[src/rtl/strobe_sampler_pkg.sv]
// strobe_sampler_pkg: shared definitions for the strobe sampler.
//   - ser_state_e : serialiser FSM states (IDLE=0, SEND=1)
//   - helpers     : bytes-per-sample, byte-index width, parameter legality
package strobe_sampler_pkg;

  localparam int unsigned BYTE_W = 8;

  typedef enum logic {
    StIdle = 1'b0,
    StSend = 1'b1
  } ser_state_e;

  function automatic int unsigned sample_nbytes(int unsigned sample_w);
    return sample_w / BYTE_W;
  endfunction

  // A single-byte sample still needs a 1-bit index register.
  function automatic int unsigned idx_width(int unsigned nbytes);
    return (nbytes > 1) ? $clog2(nbytes) : 1;
  endfunction

  function automatic bit is_pow2(int unsigned v);
    return (v != 0) && ((v & (v - 1)) == 0);
  endfunction

  function automatic bit sample_w_ok(int unsigned sample_w);
    return (sample_w >= 8) && (sample_w <= 64) && ((sample_w % BYTE_W) == 0);
  endfunction

endpackage

[src/rtl/strobe_sampler_if.sv]
// strobe_sampler_if: valid/ready byte stream toward the host link.
//   byte_data  : current byte (driven by master)
//   byte_valid : byte_data valid (driven by master)
//   byte_ready : consumer accepts byte_data (driven by slave)
interface strobe_sampler_if;

  logic [7:0] byte_data;
  logic       byte_valid;
  logic       byte_ready;

  modport master (
    output byte_data,
    output byte_valid,
    input  byte_ready
  );

  modport slave (
    input  byte_data,
    input  byte_valid,
    output byte_ready
  );

endinterface

[src/rtl/strobe_sampler_sample_fifo.sv]
// strobe_sampler_sample_fifo: synchronous pointer-based sample FIFO.
//   i_clk, i_rst     : clock, synchronous active-high reset
//   i_cg             : clock-gate enable; when 0 nothing updates
//   i_push, i_data   : write request and data
//   i_pop            : read request; o_data shows the head entry
//   o_level          : entry count; o_full / o_empty status
module strobe_sampler_sample_fifo #(
  parameter int unsigned WIDTH = 16,
  parameter int unsigned DEPTH = 4
) (
  input  logic                     i_clk,
  input  logic                     i_rst,
  input  logic                     i_cg,
  input  logic                     i_push,
  input  logic [WIDTH-1:0]         i_data,
  input  logic                     i_pop,
  output logic [WIDTH-1:0]         o_data,
  output logic [$clog2(DEPTH):0]   o_level,
  output logic                     o_full,
  output logic                     o_empty
);

  localparam int unsigned AW = $clog2(DEPTH);

  logic [WIDTH-1:0] r_mem [DEPTH];
  // One extra MSB distinguishes full from empty when the indices match.
  logic [AW:0]      r_wr;
  logic [AW:0]      r_rd;
  logic             w_wr_en;
  logic             w_rd_en;

  assign o_level = r_wr - r_rd;
  assign o_full  = (o_level == (AW + 1)'(DEPTH));
  assign o_empty = (r_wr == r_rd);
  assign o_data  = r_mem[r_rd[AW-1:0]];

  assign w_wr_en = i_cg && i_push && !o_full;
  assign w_rd_en = i_cg && i_pop && !o_empty;

  always_ff @(posedge i_clk) begin
    if (i_rst) begin
      r_wr <= '0;
      r_rd <= '0;
    end else begin
      if (w_wr_en) r_wr <= r_wr + 1'b1;
      if (w_rd_en) r_rd <= r_rd + 1'b1;
    end
  end

  always_ff @(posedge i_clk) begin
    if (w_wr_en) r_mem[r_wr[AW-1:0]] <= i_data;
  end

endmodule

[src/rtl/strobe_sampler.sv]
// strobe_sampler: captures a sample on each strobe into a FIFO and streams
// queued samples LSB-byte-first over a valid/ready byte interface.
//   i_clk, i_rst   : clock, synchronous active-high reset
//   i_cg           : clock-gate enable; when 0 all state holds
//   i_enable       : when 0 strobes are ignored
//   i_strobe       : single-cycle capture strobe; i_sample is the data
//   i_clearDrops   : clears o_overflow / o_dropCount (a same-cycle drop wins)
//   o_stream       : byte stream (master side)
//   o_fifoLevel    : queued samples, excluding the one being serialised
//   o_overflow     : sticky drop flag; o_dropCount saturating drop count
module strobe_sampler
  import strobe_sampler_pkg::*;
#(
  parameter int unsigned SAMPLE_W   = 16,
  parameter int unsigned FIFO_DEPTH = 4,
  parameter int unsigned DROP_W     = 8
) (
  input  logic                        i_clk,
  input  logic                        i_rst,
  input  logic                        i_cg,
  input  logic                        i_enable,
  input  logic                        i_strobe,
  input  logic [SAMPLE_W-1:0]         i_sample,
  input  logic                        i_clearDrops,
  strobe_sampler_if.master            o_stream,
  output logic [$clog2(FIFO_DEPTH):0] o_fifoLevel,
  output logic                        o_overflow,
  output logic [DROP_W-1:0]           o_dropCount
);

  localparam int unsigned NBYTES = sample_nbytes(SAMPLE_W);
  localparam int unsigned IDX_W  = idx_width(NBYTES);

  if (!sample_w_ok(SAMPLE_W)) begin : g_bad_sample_w
    $error("strobe_sampler: SAMPLE_W must be a multiple of 8 in 8..64");
  end
  if (!is_pow2(FIFO_DEPTH) || FIFO_DEPTH < 2 || FIFO_DEPTH > 32) begin : g_bad_depth
    $error("strobe_sampler: FIFO_DEPTH must be a power of 2 in 2..32");
  end

  ser_state_e            r_state;
  logic [SAMPLE_W-1:0]   r_shift;
  logic [IDX_W-1:0]      r_idx;
  logic                  r_valid;
  logic                  r_overflow;
  logic [DROP_W-1:0]     r_dropCount;

  logic                  w_strobe;
  logic                  w_push;
  logic                  w_drop;
  logic                  w_hs;
  logic                  w_last;
  logic                  w_pop;
  logic [SAMPLE_W-1:0]   w_head;
  logic                  w_full;
  logic                  w_empty;

  // Full is judged at the start of the cycle, so a same-cycle pop never
  // rescues a strobe that arrives while the FIFO is full.
  assign w_strobe = i_cg && i_enable && i_strobe;
  assign w_push   = w_strobe && !w_full;
  assign w_drop   = w_strobe && w_full;

  assign w_hs   = i_cg && r_valid && o_stream.byte_ready;
  assign w_last = (r_idx == IDX_W'(NBYTES - 1));
  // Pop either starts a transfer from IDLE or chains the next sample
  // straight after the last byte, avoiding a bubble.
  assign w_pop  = i_cg && !w_empty &&
                  ((r_state == StIdle) || (w_hs && w_last));

  strobe_sampler_sample_fifo #(
    .WIDTH (SAMPLE_W),
    .DEPTH (FIFO_DEPTH)
  ) u_fifo (
    .i_clk   (i_clk),
    .i_rst   (i_rst),
    .i_cg    (i_cg),
    .i_push  (w_push),
    .i_data  (i_sample),
    .i_pop   (w_pop),
    .o_data  (w_head),
    .o_level (o_fifoLevel),
    .o_full  (w_full),
    .o_empty (w_empty)
  );

  always_ff @(posedge i_clk) begin
    if (i_rst) begin
      r_state <= StIdle;
      r_shift <= '0;
      r_idx   <= '0;
      r_valid <= 1'b0;
    end else if (i_cg) begin
      unique case (r_state)
        StIdle: begin
          if (!w_empty) begin
            r_shift <= w_head;
            r_idx   <= '0;
            r_valid <= 1'b1;
            r_state <= StSend;
          end
        end
        StSend: begin
          if (o_stream.byte_ready) begin
            if (!w_last) begin
              r_shift <= r_shift >> 8;
              r_idx   <= r_idx + IDX_W'(1);
            end else if (!w_empty) begin
              r_shift <= w_head;
              r_idx   <= '0;
            end else begin
              r_valid <= 1'b0;
              r_state <= StIdle;
            end
          end
        end
        default: r_state <= StIdle;
      endcase
    end
  end

  always_ff @(posedge i_clk) begin
    if (i_rst) begin
      r_overflow  <= 1'b0;
      r_dropCount <= '0;
    end else if (i_cg) begin
      if (w_drop) begin
        r_overflow <= 1'b1;
        if (i_clearDrops) begin
          r_dropCount <= DROP_W'(1);
        end else if (r_dropCount != {DROP_W{1'b1}}) begin
          r_dropCount <= r_dropCount + DROP_W'(1);
        end
      end else if (i_clearDrops) begin
        r_overflow  <= 1'b0;
        r_dropCount <= '0;
      end
    end
  end

  assign o_stream.byte_data  = r_shift[7:0];
  assign o_stream.byte_valid = r_valid;
  assign o_overflow          = r_overflow;
  assign o_dropCount         = r_dropCount;

endmodule

[src/flat_wrapper.sv]
// flat-port wrapper written by rule: the top's interface ports become plain ports
module strobe_sampler_flat import strobe_sampler_pkg::*;
#(
  parameter int unsigned SAMPLE_W   = 16,
  parameter int unsigned FIFO_DEPTH = 4,
  parameter int unsigned DROP_W     = 8
)
  (i_clk, i_rst, i_cg, i_enable, i_strobe, i_sample, i_clearDrops, o_fifoLevel, o_overflow, o_dropCount, o_stream_byte_data, o_stream_byte_valid, o_stream_byte_ready);
  strobe_sampler_if o_stream_i ();
  input  logic i_clk;
  input  logic i_rst;
  input  logic i_cg;
  input  logic i_enable;
  input  logic i_strobe;
  input  logic [SAMPLE_W-1:0] i_sample;
  input  logic i_clearDrops;
  output logic [$clog2(FIFO_DEPTH):0] o_fifoLevel;
  output logic o_overflow;
  output logic [DROP_W-1:0] o_dropCount;
  output wire logic [$bits(o_stream_i.byte_data)-1:0] o_stream_byte_data;
  output wire logic [$bits(o_stream_i.byte_valid)-1:0] o_stream_byte_valid;
  input wire logic [$bits(o_stream_i.byte_ready)-1:0] o_stream_byte_ready;
  assign o_stream_byte_data = o_stream_i.byte_data;
  assign o_stream_byte_valid = o_stream_i.byte_valid;
  assign o_stream_i.byte_ready = o_stream_byte_ready;
  strobe_sampler #(.SAMPLE_W(SAMPLE_W), .FIFO_DEPTH(FIFO_DEPTH), .DROP_W(DROP_W)) u_core (.i_clk(i_clk), .i_rst(i_rst), .i_cg(i_cg), .i_enable(i_enable), .i_strobe(i_strobe), .i_sample(i_sample), .i_clearDrops(i_clearDrops), .o_stream(o_stream_i), .o_fifoLevel(o_fifoLevel), .o_overflow(o_overflow), .o_dropCount(o_dropCount));
endmodule
[config.mk]
export PLATFORM = sky130hd
export DESIGN_NAME = strobe_sampler_flat
export DESIGN_NICKNAME = d
export VERILOG_FILES = /design/src/rtl/strobe_sampler_pkg.sv /design/src/rtl/strobe_sampler_if.sv /design/src/rtl/strobe_sampler_sample_fifo.sv /design/src/rtl/strobe_sampler.sv /design/src/flat_wrapper.sv
export SDC_FILE = /design/constraint.sdc
export NUM_CORES = 1
export LEC_CHECK = 0
export CORE_ASPECT_RATIO = 1.1
export CORE_MARGIN = 2
export CORE_UTILIZATION = 44
export DETAILED_ROUTE_END_ITERATION = 8
export PLACE_DENSITY = 0.78
export REMOVE_ABC_BUFFERS = 1
export SYNTH_ARGS = -nofsm -noshare
export SYNTH_HDL_FRONTEND = slang
export SYNTH_SLANG_ARGS = --single-unit
export TNS_END_PERCENT = 10
[constraint.sdc]
create_clock -name i_clk -period 2.4 [get_ports i_clk]
set_clock_uncertainty 0.1 [all_clocks]
set_input_delay 0.48 -clock i_clk [delete_from_list [all_inputs] [get_ports i_clk]]
set_output_delay 0.48 -clock i_clk [all_outputs]
set_load 0.005 [all_outputs]
==> results of run 1 <==
-- cells by family (layout without fill, tap and decap cells) --
group,after synthesis,after routing,share of synthesized area
multiplexers,29,29,0.118
AND/OR/NAND/NOR,74,74,0.0903
buffers and inverters,32,94,0.0369
flip-flops,100,100,0.633
adder cells (fa/ha/maj),9,9,0.0288
AO/OA/AOI/OAI,47,47,0.0807
XOR/XNOR,4,4,0.0120
-- through the flow --
| stage | cells | area, um^2 | power [uW] | setup slack (ns) | hold WS [ns] |
|---|---|---|---|---|---|
| after CTS | 472 | 5050 | 3450 | 0.000947 | 0.371 |
| after global routing | 474 | 5100 | 3590 | -0.0441 | 0.404 |
| final | 474 | 5100 | 3440 | 0.0154 | 0.372 |
| after floorplan | 275 | 4060 | 2210 | -0.224 | 0.347 |
| after global placement | 455 | 4840 | 2420 | 0.0409 | 0.356 |
| after detailed placement | 455 | 4840 | 2440 | -0.0399 | 0.356 |
-- flip-flops by register name, summed over array words and instances, names as in the netlist, 3 cells and up, named ones only --
name / flops
u_core.u_fifo.r_mem: 64
u_core.u_fifo.r_rd: 3
u_core.u_fifo.r_wr: 3
u_core.o_dropCount: 8
u_core.r_shift: 16
-- power by group --
group | internal (uW) | switching [uW]
clock | 405 | 626
sequential | 1890 | 33.7
combinational | 257 | 236
total | 2550 | 896
-- placed cells by master (no fill, tap or decap), types with 2 or more instances in the layout --
cell             count
inv_8                2
nor2b_1              3
a211oi_1             8
a21oi_1              4
inv_1               11
clkdlybuf4s50_1     41
and2_1               6
a31o_2               2
buf_4               17
edfxtp_1            64
mux4_2              16
nor2_1              30
o21ai_2              2
nor4_1               2
mux2i_1             11
buf_6                2
nand3_1              8
o21ai_1              2
nand2_1              9
dfxtp_2              2
nand2b_1             3
buf_12               4
o211ai_1             8
clkinvlp_4           2
dfxtp_1             34
clkbuf_8             9
mux2_2               2
nand4_1              3
xor2_1               2
o22ai_1              8
ha_1                 7
o21ai_0              3
and3_1               2
-- worst max path at each step --
stage,start,depth (start not counted),to
global placement,u_core.u_fifo.r_wr[0],8,u_core.o_dropCount[2]
CTS,u_core.u_fifo.r_wr[0],9,u_core.o_dropCount[1]
finish,u_core.u_fifo.r_wr[0],9,u_core.o_dropCount[0]
detailed placement,u_core.u_fifo.r_wr[0],8,u_core.o_dropCount[1]
global route,u_core.u_fifo.r_wr[0],9,u_core.o_dropCount[0]
floorplan,u_core.u_fifo.r_wr[0],7,u_core.u_fifo.r_wr[2]
-- final cells by class --
type	instances	area, um^2
fillers	744	4200
clock buffers	9	124
clock inverters	7	71.3
flip-flops and latches	100	2650
repair buffers	66	656
multi-input cells	163	1420
inverters	12	45.0
well taps	117	146
-- synth_stat cells (2+ instances only) --
library cell / count
edfxtp_1: 64
dfxtp_1: 36
nor2_1: 30
mux4_2: 16
inv_1: 12
mux2i_1: 11
nand2_1: 9
nand3_1: 9
a211oi_1: 8
buf_4: 8
ha_1: 8
o211ai_1: 8
o22ai_1: 8
clkbuf_1: 7
and2_1: 6
a21oi_1: 4
nand2b_1: 3
nand4_1: 3
nor2b_1: 3
nor4_1: 3
o21ai_0: 3
o21ai_1: 3
a31o_2: 2
and3_1: 2
buf_1: 2
buf_2: 2
mux2_2: 2
or3_1: 2
xor2_1: 2
-- routing by layer --
layer / vias to the layer above / global-route usage / part of all wire
li1: 1232 / - / -
met1: 1252 / 0.189 / 0.40
met2: 85 / 0.296 / 0.53
met3: 11 / 0.0473 / 0.051
met4: 0 / 0.0664 / 0.017
met5: - / 0 / 0
-- worst min-delay path, cell delays in order (launching register included) --
cell	delay (ns)
dfxtp_1	0.33
nand2_1	0.05
a21oi_1	0.05
-- repair_timing --
item | 4_1_cts | 5_1_grt
buffers inserted | 1 | 2
setup endpoints to repair | 9 | 20
pin swaps | 1 | 7
resized for setup | 7 | 11
==> impl_results.html, run 1 <==
<table>
<tr><th>Metric</th><th>Value</th></tr>
<tr><th colspan="2">Hold path</th></tr>
<tr><td>Start point of the worst hold path</td><td>u_core.o_overflow</td></tr>
<tr><td>Path class of the lowest-slack min-delay path</td><td>reg2reg</td></tr>
<tr><td>Number of cells on the worst hold path</td><td>2</td></tr>
<tr><td>Hold-critical path endpoint</td><td>u_core.o_overflow</td></tr>
<tr><th colspan="2">STA</th></tr>
<tr><td>Final setup vio count</td><td>0</td></tr>
<tr><td>Post-route fraction of the period consumed by the critical path</td><td>0.994</td></tr>
<tr><td>Count of endpoints failing hold in the final timing report</td><td>0</td></tr>
<tr><td>Max Transition Viols Final</td><td>0</td></tr>
<tr><td>Period minus WS final</td><td>2.38 ns</td></tr>
<tr><td>RSZ-0062 raised after global routing</td><td>true</td></tr>
<tr><td>Max-Slew Margin vs Limit</td><td>0.656</td></tr>
<tr><td>Tightest Pin Transition</td><td>0.514 ns</td></tr>
<tr><td>Max Clock Freq</td><td>419 MHz</td></tr>
<tr><td>Aggregate negative setup slack</td><td>0 ns</td></tr>
<tr><th colspan="2">Worst setup path</th></tr>
<tr><td>Crit-path slowest cell</td><td>fa_2</td></tr>
<tr><td>Endpoint required time on the critical path</td><td>2.57 ns</td></tr>
<tr><td>Worst reg-to-reg setup slack</td><td>0.02 ns</td></tr>
<tr><td>Critical path endpoint category</td><td>flip-flop</td></tr>
<tr><td>Buffers &amp; Inverters on Critical Path</td><td>3</td></tr>
<tr><td>Critical path peak fanout</td><td>5</td></tr>
<tr><td>Element type at the critical path start</td><td>flip-flop</td></tr>
<tr><td>CP top delay family</td><td>adder cells</td></tr>
<tr><td>Critical path, cell by cell</td><td>inv_2, ha_4, fa_2, xnor3_2, buf_6, buf_6, nor3_4, nor2_1, a2111oi_2</td></tr>
<tr><td>Crit path arrival time</td><td>2.55 ns</td></tr>
<tr><td>Capture instance of the worst register-to-register path</td><td>u_core.o_dropCount[0]</td></tr>
<tr><td>Launching point of the worst reg2reg path</td><td>u_core.u_fifo.r_wr[0]</td></tr>
<tr><td>Slowest stage delay, CP</td><td>0.38 ns</td></tr>
<tr><td>Critical path's most frequent cell</td><td>buf_6</td></tr>
<tr><td>Worst R2R Path Depth</td><td>9</td></tr>
<tr><td>Type of the worst setup path</td><td>reg2reg</td></tr>
<tr><th colspan="2">Logic synthesis</th></tr>
<tr><td>Synth Area per Inst</td><td>14.1 um^2</td></tr>
<tr><td>Flip-flop and latch count after synthesis</td><td>100</td></tr>
<tr><td>Portion of the post-synthesis area used by sequential elements</td><td>0.633</td></tr>
<tr><td>Count of cell types in the netlist</td><td>48</td></tr>
<tr><td>Top cells by area in the synthesized netlist</td><td>edfxtp_1 46%, dfxtp_1 17%, mux4_2 8.6%</td></tr>
<tr><td>Share of flip-flops with an asynchronous set or reset after synthesis</td><td>0</td></tr>
<tr><td>Post-synthesis cell area</td><td>4170 um^2</td></tr>
<tr><td>Number of warnings reported in the yosys synthesis log</td><td>0</td></tr>
<tr><td>Count of flip-flops with a built-in enable after synthesis</td><td>64</td></tr>
<tr><td>Synth area leader</td><td>edfxtp_1</td></tr>
<tr><td>Primary flip-flop cell chosen by synthesis mapping</td><td>edfxtp_1</td></tr>
<tr><td>Gate count of the mapped netlist</td><td>295</td></tr>
<tr><td>Area fraction of the dominant cell type after synthesis</td><td>0.461</td></tr>
<tr><th colspan="2">Die</th></tr>
<tr><td>X dimension of the die</td><td>96.9 um</td></tr>
<tr><td>Number of top-level pins</td><td>44</td></tr>
<tr><td>Cell row count</td><td>37</td></tr>
<tr><td>Area of the die</td><td>10300 um^2</td></tr>
<tr><td>Die boundary height</td><td>106 um</td></tr>
<tr><td>Starting density of the core</td><td>0.448</td></tr>
<tr><td>Standard cell core area</td><td>9310 um^2</td></tr>
<tr><th colspan="2">Global routing</th></tr>
<tr><td>Initial antenna violation count</td><td>0</td></tr>
<tr><td>Maximum number of pins on one net before global-route repair</td><td>27</td></tr>
<tr><td>Global-route wire length before repair</td><td>13200 um</td></tr>
<tr><td>Via count of the first global-routing pass</td><td>2680</td></tr>
<tr><td>Overall global routing resource usage</td><td>0.167</td></tr>
<tr><td>Total gr overflow</td><td>0</td></tr>
<tr><th colspan="2">Run</th></tr>
<tr><td>Max-cap violations</td><td>0</td></tr>
<tr><th colspan="2">Clock network</th></tr>
<tr><td>Hold buffer count at cts</td><td>0</td></tr>
<tr><td>Clock root buffer master</td><td>clkbuf_8</td></tr>
<tr><td>Number of levels in the clock H-tree</td><td>3</td></tr>
<tr><td>Clock-pin slew reported for the worst setup and hold paths after clock tree synthesis</td><td>0.11 ns</td></tr>
<tr><td>Worst skew pair latency</td><td>0.37 ns</td></tr>
<tr><td>CTS tree</td><td>built</td></tr>
<tr><td>Clk sink count</td><td>100</td></tr>
<tr><td>Number of clock buffers inserted by TritonCTS</td><td>9</td></tr>
<tr><td>Number of buffers on the longest clock path</td><td>2</td></tr>
<tr><th colspan="2">Finish</th></tr>
<tr><td>NumNets Final</td><td>384</td></tr>
<tr><td>Share of cells above drive strength 1</td><td>0.213</td></tr>
<tr><td>P&amp;R area growth vs syn</td><td>22.3%</td></tr>
<tr><td>Post-layout utilization of the core</td><td>0.548</td></tr>
<tr><td>Total inserted antenna cells</td><td>0</td></tr>
<tr><th colspan="2">Power</th></tr>
<tr><td>Leak</td><td>0.00177 uW</td></tr>
<tr><td>Power per unit of standard cell area</td><td>675 nW/um^2</td></tr>
<tr><td>Worst IR drop on VDD</td><td>0.437 mV</td></tr>
<tr><th colspan="2">Route</th></tr>
<tr><td>Detailed-route vias per instance</td><td>5.44</td></tr>
<tr><td>Average routed wire per standard cell</td><td>17.1 um</td></tr>
<tr><td>Remaining antenna violation count after routing</td><td>0</td></tr>
<tr><td>Number of detailed-route iterations in the first pass</td><td>4</td></tr>
<tr><td>Remaining design rule violation count</td><td>0</td></tr>
<tr><td>Wire length after detailed routing</td><td>8110 um</td></tr>
<tr><td>DRC violation total after the first TritonRoute iteration</td><td>133</td></tr>
<tr><td>Via total after detailed routing</td><td>2580</td></tr>
<tr><th colspan="2">Status</th></tr>
<tr><td>Status</td><td>complete, no violations</td></tr>
<tr><th colspan="2">Placement</th></tr>
<tr><td>Port Buf Inserts</td><td>43</td></tr>
<tr><td>GPL Wtd Cong</td><td>0.829</td></tr>
<tr><td>Estimated wirelength of the detail-placed design</td><td>5420 um</td></tr>
</table>
(Power assumes the default switching activity.)
==> run 2, diff against run 1 <==
--- a/config.mk
+++ b/config.mk
@@ -9,7 +9,8 @@
 export CORE_MARGIN = 2
 export CORE_UTILIZATION = 44
 export DETAILED_ROUTE_END_ITERATION = 8
-export PLACE_DENSITY = 0.78
+export DONT_BUFFER_PORTS = 1
+export PLACE_DENSITY = 0.72
 export REMOVE_ABC_BUFFERS = 1
 export SYNTH_ARGS = -nofsm -noshare
 export SYNTH_HDL_FRONTEND = slang
==> impl_results.html, run 2 (synthesis gave the netlist of run 1 again) <==
<table>
<tr><th>Metric</th><th>Value</th></tr>
<tr><th colspan="2">Worst setup path</th></tr>
<tr><td>Launching point of the worst reg2reg path</td><td>u_core.u_fifo.r_wr[0]</td></tr>
<tr><td>Type of the worst setup path</td><td>reg2out</td></tr>
<tr><td>Critical path peak fanout</td><td>6</td></tr>
<tr><td>Worst reg-to-reg setup slack</td><td>0.10 ns</td></tr>
<tr><td>Endpoint required time on the critical path</td><td>1.82 ns</td></tr>
<tr><td>Worst R2R Path Depth</td><td>7</td></tr>
<tr><td>Critical path endpoint category</td><td>primary output</td></tr>
<tr><td>Capture instance of the worst register-to-register path</td><td>u_core.u_fifo.r_mem[3][12]</td></tr>
<tr><td>Crit path arrival time</td><td>1.73 ns</td></tr>
<tr><td>Element type at the critical path start</td><td>flip-flop</td></tr>
<tr><th colspan="2">Placement</th></tr>
<tr><td>Cell area after placement</td><td>4340 um^2</td></tr>
<tr><td>Estimated wirelength of the detail-placed design</td><td>5230 um</td></tr>
<tr><td>GPL Wtd Cong</td><td>0.729</td></tr>
<tr><td>Port Buf Inserts</td><td>0</td></tr>
<tr><th colspan="2">Clock network</th></tr>
<tr><td>Number of clock buffers inserted by TritonCTS</td><td>9</td></tr>
<tr><td>Postcts setup bufs</td><td>0</td></tr>
<tr><td>Clock root buffer master</td><td>clkbuf_8</td></tr>
<tr><td>Number of instances resized during post-cts repair</td><td>0</td></tr>
<tr><td>Number of levels in the clock H-tree</td><td>3</td></tr>
<tr><td>Hold buffer count at cts</td><td>0</td></tr>
<tr><td>CTS tree</td><td>built</td></tr>
<tr><td>Clk sink count</td><td>100</td></tr>
<tr><td>Clock-pin slew reported for the worst setup and hold paths after clock tree synthesis</td><td>0.11 ns</td></tr>
<tr><td>Number of buffers on the longest clock path</td><td>2</td></tr>
<tr><td>Worst skew pair latency</td><td>0.36 ns</td></tr>
<tr><th colspan="2">Route</th></tr>
<tr><td>Number of detailed-route iterations in the first pass</td><td>4</td></tr>
<tr><td>WL met1</td><td>3200 um</td></tr>
<tr><td>Met3 wire length</td><td>392 um</td></tr>
<tr><td>Remaining design rule violation count</td><td>0</td></tr>
<tr><td>Wire length after detailed routing</td><td>7870 um</td></tr>
<tr><td>Highest routed metal layer</td><td>met4</td></tr>
<tr><td>Detailed-route vias per instance</td><td>5.74</td></tr>
<tr><td>Remaining antenna violation count after routing</td><td>0</td></tr>
<tr><td>DRC violation total after the first TritonRoute iteration</td><td>147</td></tr>
<tr><td>Detailed route wirelength on metal2</td><td>4150 um</td></tr>
<tr><td>Average routed wire per standard cell</td><td>18.8 um</td></tr>
<tr><td>Via total after detailed routing</td><td>2407</td></tr>
<tr><th colspan="2">Finish</th></tr>
<tr><td>Max FFs per register</td><td>64</td></tr>
<tr><td>Final Instance Area</td><td>4580 um^2</td></tr>
<tr><td>Multi-input gate area</td><td>1390 um^2</td></tr>
<tr><td>NumNets Final</td><td>329</td></tr>
<tr><td>Filler Cells Inserted</td><td>773</td></tr>
<tr><td>Combined flip-flop and latch cell area</td><td>2640 um^2</td></tr>
<tr><td>P&amp;R area growth vs syn</td><td>9.66%</td></tr>
<tr><td>Total inserted antenna cells</td><td>0</td></tr>
<tr><td>Leading cell types in the layout, fill and taps excluded</td><td>64 x edfxtp_1, 35 x dfxtp_1, 30 x nor2_1</td></tr>
<tr><td>Share of cells above drive strength 1</td><td>0.192</td></tr>
<tr><td>Most frequent standard cell in the layout excluding fill and tap cells</td><td>edfxtp_1</td></tr>
<tr><th colspan="2">STA</th></tr>
<tr><td>Period minus WS final</td><td>2.31 ns</td></tr>
<tr><td>RSZ-0062 raised after global routing</td><td>false</td></tr>
<tr><td>Max-Slew Margin vs Limit</td><td>0.708</td></tr>
<tr><td>Count of endpoints failing hold in the final timing report</td><td>0</td></tr>
<tr><td>Smallest hold slack</td><td>0.0701 ns</td></tr>
<tr><td>Max Clock Freq</td><td>434 MHz</td></tr>
<tr><td>Post-route fraction of the period consumed by the critical path</td><td>0.961</td></tr>
<tr><td>Final setup vio count</td><td>0</td></tr>
<tr><td>Tightest Pin Transition</td><td>0.438 ns</td></tr>
<tr><td>Max Transition Viols Final</td><td>0</td></tr>
<tr><th colspan="2">Global routing</th></tr>
<tr><td>Via count of the first global-routing pass</td><td>2463</td></tr>
<tr><td>Global-route wire length before repair</td><td>12700 um</td></tr>
<tr><td>Initial antenna violation count</td><td>0</td></tr>
<tr><td>Overall global routing resource usage</td><td>0.160</td></tr>
<tr><td>Maximum number of pins on one net before global-route repair</td><td>28</td></tr>
<tr><td>Total gr overflow</td><td>0</td></tr>
<tr><th colspan="2">Status</th></tr>
<tr><td>Status</td><td>complete, no violations</td></tr>
<tr><th colspan="2">Power</th></tr>
<tr><td>Leak</td><td>0.00155 uW</td></tr>
<tr><td>Worst IR drop on VDD</td><td>0.334 mV</td></tr>
<tr><td>Power per unit of standard cell area</td><td>746 nW/um^2</td></tr>
<tr><th colspan="2">Die</th></tr>
<tr><td>Die boundary height</td><td>106 um</td></tr>
<tr><td>Starting density of the core</td><td>0.448</td></tr>
<tr><td>X dimension of the die</td><td>96.9 um</td></tr>
<tr><td>Standard cell core area</td><td>9310 um^2</td></tr>
<tr><td>Number of top-level pins</td><td>44</td></tr>
<tr><td>Area of the die</td><td>10300 um^2</td></tr>
<tr><td>Cell row count</td><td>37</td></tr>
<tr><th colspan="2">Hold path</th></tr>
<tr><td>Path class of the lowest-slack min-delay path</td><td>in2reg</td></tr>
<tr><td>Hold-critical path endpoint</td><td>u_core.u_fifo.r_wr[0]</td></tr>
<tr><td>Start point of the worst hold path</td><td>i_rst</td></tr>
<tr><td>Number of cells on the worst hold path</td><td>1</td></tr>
<tr><th colspan="2">Run</th></tr>
<tr><td>Max-cap violations</td><td>0</td></tr>
</table>
==> run 2: worst max path at each step <==
stage,from,to,cells past startpoint
global placement,u_core.u_fifo.r_wr[0],u_core.o_dropCount[1],7
floorplan,u_core.u_fifo.r_wr[0],u_core.u_fifo.r_wr[2],7
finish,u_core.u_fifo.r_wr[0],o_fifoLevel[2],5
global route,u_core.u_fifo.r_wr[0],o_fifoLevel[2],5
detailed placement,u_core.u_fifo.r_wr[0],u_core.o_dropCount[1],7
CTS,u_core.u_fifo.r_wr[0],o_fifoLevel[2],5
==> run 2: power by group <==
group | leakage [uW] | switching [uW] | internal [uW]
registers | 0.000870 | 39.3 | 1890
clock network | 0.000106 | 628 | 510
logic | 0.000578 | 193 | 157
==> run 2: per-stage QoR <==
stage / TNS [ns] / setup slack [ns] / power (uW) / std cells / utilization
after global routing: 0 / 0.00460 / 3550 / 419 / 0.492
after CTS: 0 / 0.0193 / 3440 / 419 / 0.490
after detailed placement: 0 / 0.0473 / 2310 / 403 / 0.467
after global placement: 0 / 0.106 / 2300 / 403 / 0.467
after floorplan: -4.86 / -0.224 / 2210 / 275 / -
final: 0 / 0.0940 / 3410 / 419 / 0.492
==> run 2: layer usage <==
metal,track usage,vias to the layer above
li1,-,1117
met4,0.0765,0
met1,0.187,1224
met5,0,-
met2,0.277,59
met3,0.0408,7
==> run 2: layout make-up <==
type | count | area share
multi-input combinational | 163 | 0.304
clock buffer | 9 | 0.0271
timing repair buffer | 11 | 0.0290
inverter | 12 | 0.00984
tap | 117 | 0.0320
clock inverter | 7 | 0.0200
sequential | 100 | 0.578
==> run 2: critical path: stages (launching register included) <==
cell and delay, ns:
dfxtp_2 0.34, inv_1 0.06, ha_2 0.19, fa_1 0.36, xnor3_2 0.32, inv_2 0.09
